### src/rtl/sub.sv
// WIDTH-bit subtractor with combinational flags, an enable-gated result/flag
// register and a saturating counter of enabled overflow cycles.
module sub #(
    parameter int WIDTH = 16,
    parameter int CNT_W = 8
) (
    input  logic             clk,
    input  logic             rst,
    input  logic             en,
    input  logic [WIDTH-1:0] a,
    input  logic [WIDTH-1:0] b,
    output logic [WIDTH-1:0] c,
    output logic             borrow,
    output logic             ovf,
    output logic             zero,
    output logic             neg,
    output logic [WIDTH-1:0] c_q,
    output logic [3:0]       flags_q,
    output logic [CNT_W-1:0] ovf_cnt
);

    logic [WIDTH:0] diff_ext;

    // One extra bit on the subtraction exposes the unsigned borrow directly.
    always_comb begin
        diff_ext = {1'b0, a} - {1'b0, b};
        c        = diff_ext[WIDTH-1:0];
        borrow   = diff_ext[WIDTH];
        ovf      = (a[WIDTH-1] != b[WIDTH-1]) && (c[WIDTH-1] != a[WIDTH-1]);
        zero     = (c == '0);
        neg      = c[WIDTH-1];
    end

    // Counter sticks at all-ones rather than wrapping back to zero.
    always_ff @(posedge clk) begin
        if (rst) begin
            c_q     <= '0;
            flags_q <= 4'b0000;
            ovf_cnt <= '0;
        end else if (en) begin
            c_q     <= c;
            flags_q <= {borrow, ovf, zero, neg};
            if (ovf && (ovf_cnt != {CNT_W{1'b1}}))
                ovf_cnt <= ovf_cnt + 1'b1;
        end
    end

endmodule

### config.mk
export PLATFORM = sky130hd
export DESIGN_NAME = sub
export DESIGN_NICKNAME = d
export VERILOG_FILES = /design/src/rtl/sub.sv
export SDC_FILE = /design/constraint.sdc
export NUM_CORES = 1
export LEC_CHECK = 0
export CAP_MARGIN = 10
export CORE_ASPECT_RATIO = 1.1
export CORE_MARGIN = 2
export CORE_UTILIZATION = 46
export DETAILED_ROUTE_END_ITERATION = 10
export PLACE_DENSITY_LB_ADDON = 0.12
export SYNTH_ARGS = -nofsm -noshare
export SYNTH_HDL_FRONTEND = slang
export SYNTH_SLANG_ARGS = --single-unit
### constraint.sdc
create_clock -name clk -period 5.9 [get_ports clk]
set_clock_uncertainty 0.1 [all_clocks]
set_input_delay 1.18 -clock clk [delete_from_list [all_inputs] [get_ports clk]]
set_output_delay 1.18 -clock clk [all_outputs]
set_load 0.01 [all_outputs]
* Word level (Yosys, flattened, before mapping) *
Cells that the tools add are included.

storage, ports and cells
  bits in registers = 28
  bits in latches = 0
  memory bits (writable) = 0
  ROM bits = 0
  bits of input ports = 35
  output and inout bits = 48
  word-level logic and storage cells = 12
  memories kept = 0

cells by class
  add/subtract/negate cells = 2
  multiply operators = 0
  divide/modulo/power cells = 0
  $lt $le $gt $ge = 0
  equality and inequality tests = 3
  shift-type cells = 0
  multiplexer cells = 0
  bitwise operators = 0
  reductions and logical operators = 4

operators by type and width
  cell                                           number
  subtractor 16 x 16 -> 17 bit                   1
  logical NOT 16 bit                             1
  adder 8 x 1 -> 8 bit (second input constant)   1
  inequality test 8 bit (second input constant)  1
  logical AND 1 bit                              2
  inequality test 1 bit                          2
  AND reduction 2 bit                            1

* Logic depth before layout (Yosys ltp) *
  depth in word-level cells = 5
  depth in mapped cells = 11
  gate-level depth less buffers = 10

* Worst setup path after synthesis *
Ideal clock, no wire load.

  path type = input -> output
  start point = input port a[0]
  end point = output port zero
  data arrival time = 3.483 ns
  required time = 4.620 ns
  slack = 1.137 ns
  cell stages on the path = 10
  path buffers = 0
  cell sequence = inv_1 -> ha_1 -> fa_1 -> nor2b_1 -> o22ai_2 -> xnor2_1 -> or4_1 -> nor4_1 -> nand4b_1 -> nor4bb_1

on the way
  cells in the longest elaborated chain, start to end = 2

ends and longest elaborated chain
  item                          line  source
  from (decl)                   10    input logic [WIDTH-1:0] a,
  subtractor 16 x 16 -> 17 bit  26    diff_ext = {1'b0, a} - {1'b0, b};
  net c[4]                      12    output logic [WIDTH-1:0] c,
  logical NOT 16 bit            30    zero = (c == '0);
  to (decl)                     15    output logic zero,

The timed path passes the listed nets, and every way through them passes these cells.

* Worst setup path after layout *
  start point = input port b[8]
  end point = output port c[13]

on the way
  cells in the longest elaborated chain, start to end = 1

ends and longest elaborated chain
  item                          line  source
  from (decl)                   11    input logic [WIDTH-1:0] b,
  subtractor 16 x 16 -> 17 bit  26
  to (decl)                     12

Every way passes these cells.

==> qor.yml <==
cp_slowest_cell: "clkdlybuf4s50_1"
grt_pass1_wl_mm: 8.901
p_sw_share_pct: 33.98
cts-root-buf: "clkbuf_8"
pre_cts_ws_ps: 16.38
track_usage_pct: 21.66
area_growth_pct: 44.27
synthCells: 274
synthAdderAreaFrac_pct: 10.92
final_antenna_net_count: 0
async_flop_share_pct: 0
via_per_inst: 5.404
comb_power_share_pct: 49.7
synth_seq_cells: 27
portBuffers: 82
ys_warn_count: 0
clkPwrFrac_pct: 16.9
std_cell_rows: 25
synth_nets: 327
clkLatencyLatePin_ps: 270
synth_enable_flop_cells: 0
syn_area_per_cell_um2: 7.777
io_pins: 83
num_antenna_cells: 0
crit_required_ps: 4620
power_density_mw_per_mm2: 199.4
crit_type: "primary input to output port"
die-area_mm2: 0.005193
timing.fmax_mhz: 185.7
startpoint_type: "primary input"
p_seq_share_pct: 33.4
grt_start_max_net_pins: 29
antenna_found_initial: 0
syn-cell-area_mm2: 0.002131
drc: 0
synth.distinct_cells: 54
r2r_slack_ps: 3510
synth_mux_area_share_pct: 7.223
hold_viol: 0
max-cap-violations: 0
clock_path_buffers: 2
cp.arrival_ps: 4110
dp_hpwl_mm: 4.389
core_mm2: 0.004379
min_from: "c_q[13]$_SDFFE_PP0P_"
ys.flop_type: "dfxtp_1"
p_int_uw: 404.8
setup_slack_ps: 513.7
critPathMaxFanout: 10
tightest_slew_ps: 862.1
worst_hold_path.num_cells: 2
wirelength_mm: 5.434
clkTransAtPathRegs_ps: 90
drtIter0Drc: 138
cp-startpoint: "b[8]"
clock-sinks: 27
min_to: "c_q[13]$_SDFFE_PP0P_"
slew_headroom_pct: 40.88
grt_pass1_vias: 2081
yosys.area_share.simple_pct: 23.49
min_period_ps: 5386
cts_tree: "yes"
vias: 2205
routedWlPerCell_um: 13.32
drive_gt1_share_pct: 7.062
finalSetupViolCount: 0
htree_levels: 1
yosysSeqAreaShare_pct: 25.37
switchingPower_uw: 208.3
nets: 408
cpMostUsedCell: "clkdlybuf4s50_1"
die_y_um: 75.38
synth_compound_area_share_pct: 20.08
critPathCaptureType: "output port"
peakVddDrop_mv: 0.2238
grt.overflow.total: 0
final.period_utilization_pct: 91.29
final_common_cell: "clkdlybuf4s50_1"
place_congestion: 0.8127
path_cells: "clkdlybuf4s50_1, inv_1, ha_1, a21oi_1, o21ai_0, mux2_2, o41ai_1, a2111oi_0, buf_4, clkdlybuf4s50_1"
synthXorXnorAreaFrac_pct: 4.932
multiInputGateArea_mm2: 0.001433
most-common-layout-cells: "81 x clkdlybuf4s50_1, 30 x nor2_1, 27 x inv_1, 27 x dfxtp_1, 19 x a21oi_1"
reg2reg_depth: 7
fp.dieW_um: 68.89
slowest_delay_ps: 530
regToRegStartpoint: "ovf_cnt[0]$_SDFFE_PP0P_"
final-max-slew-violation-count: 0
outcome: "complete, no violations"
numCtsBuffers: 3
ctsHoldBuffers: 0
start_util_pct: 48.66
r2r_end: "ovf_cnt[1]$_SDFFE_PP0P_"
p_leak_nw: 1.290
drtPass1Iterations: 4
fin_tns_setup_ps: 0
regArea_um2: 540.5
hold_class: "flip-flop to flip-flop"
rsz0062_at_grt: "no"
n_fill_cell: 394
synth_top_family_by_area: "simple AND/OR/NAND/NOR gates"
[sequential cells by signal, summed over array words and instances (netlist names)]
name	cells
ovf_cnt	8
c_q	15
flags_q	4
[power by group through the flow]
stage	Sequential [mW]	Clock [mW]	Combinational, mW
2_1_floorplan	0.215	0	0.153
3_3_place_gp	0.208	0	0.299
3_5_place_dp	0.209	0	0.302
4_1_cts	0.205	0.110	0.304
5_1_grt	0.207	0.116	0.334
6_report	0.205	0.104	0.305
[final cells by class]
type / count / share of cell area, %
Clock buffer: 3 / 1.343
Timing Repair Buffer: 90 / 28.73
Sequential cell: 27 / 17.58
Multi-Input combinational cell: 206 / 46.60
Tap cell: 54 / 2.198
Inverter: 27 / 3.297
Clock inverter: 1 / 0.2442
[how the worst max path moves through the flow]
stage | end | slack [ps] | cells past startpoint
CTS | zero | 6 | 12
global placement | zero | 110 | 12
floorplan | zero | 1140 | 10
global route | c[13] | 180 | 10
finish | c[13] | 510 | 10
detailed placement | zero | 20 | 12
[synthesized netlist by cell type (2+ instances only)]
cell       n  area [µm²]
nand3_1    6       30.03
mux2_2     3       33.78
a221oi_1   2       17.52
nor3b_1    3       22.52
o21ai_0   13       65.06
dfxtp_1   27       540.5
o21a_1     5       37.54
or3_1      8       50.05
nor2b_1    4       25.02
nor2_1    30       112.6
nand2_1   16       60.06
a211oi_1   4       30.03
xor2_1     5       43.79
a21o_1     4       30.03
buf_4      2       15.01
clkbuf_1   7       26.28
or2_2      3       18.77
nor4_1     2       12.51
xnor2_1    7       61.31
nand4_1    4       25.02
ha_1      17       212.7
nand2b_1   2       12.51
o211ai_1   3       22.52
inv_1     27       101.4
nor3_1     5       25.02
a21oi_1   19       95.09
or4_1      6       45.04
buf_1      3       11.26
mux2i_1   12       120.1
[kinds of logic (layout without fill, tap and decap cells)]
kind of cell / Yosys count / in the layout
XOR/XNOR: 12 / 12
AND/OR/NAND/NOR: 97 / 97
multiplexers: 15 / 15
adder cells (fa/ha/maj): 18 / 18
buffers and inverters: 41 / 121
flip-flops: 27 / 27
AO/OA/AOI/OAI: 64 / 64
[worst max-delay path, delay by kind of cell]
kind | cells | cell delay, ps
adders and majority gates | 1 | 420
muxes | 1 | 240
AOI/OAI and AO/OA | 4 | 1040
buffers and inverters | 4 | 1230
[layer usage]
layer  share of wire [%]  vias up  global-route usage [%]
met5                   0        -                       0
met1                  44     1011                   26.55
met2                  48       59                   38.46
met4                0.26        0                   2.614
met3                 7.5        2                   6.499
li1                    -     1133                       -
[through the flow]
stage               power (mW)  hold WS, ps  area (µm²)  util, %  instances
CTS                     0.6191        370.5        3059    69.86        408
global placement        0.5076        354.0        3010    68.74        404
detailed placement      0.5113        355.9        3010    68.74        404
floorplan               0.3675        389.6        2131        -        274
global route            0.6566        394.1        3074    70.20        408
finish                  0.6131        370.4        3074    70.20        408
[timing repair]
action,CTS,global route
buffers inserted,0,0
resized for setup,0,3
endpoints found under the setup margin,0,1
No activity file was read; power rests on OpenSTA's default activity.
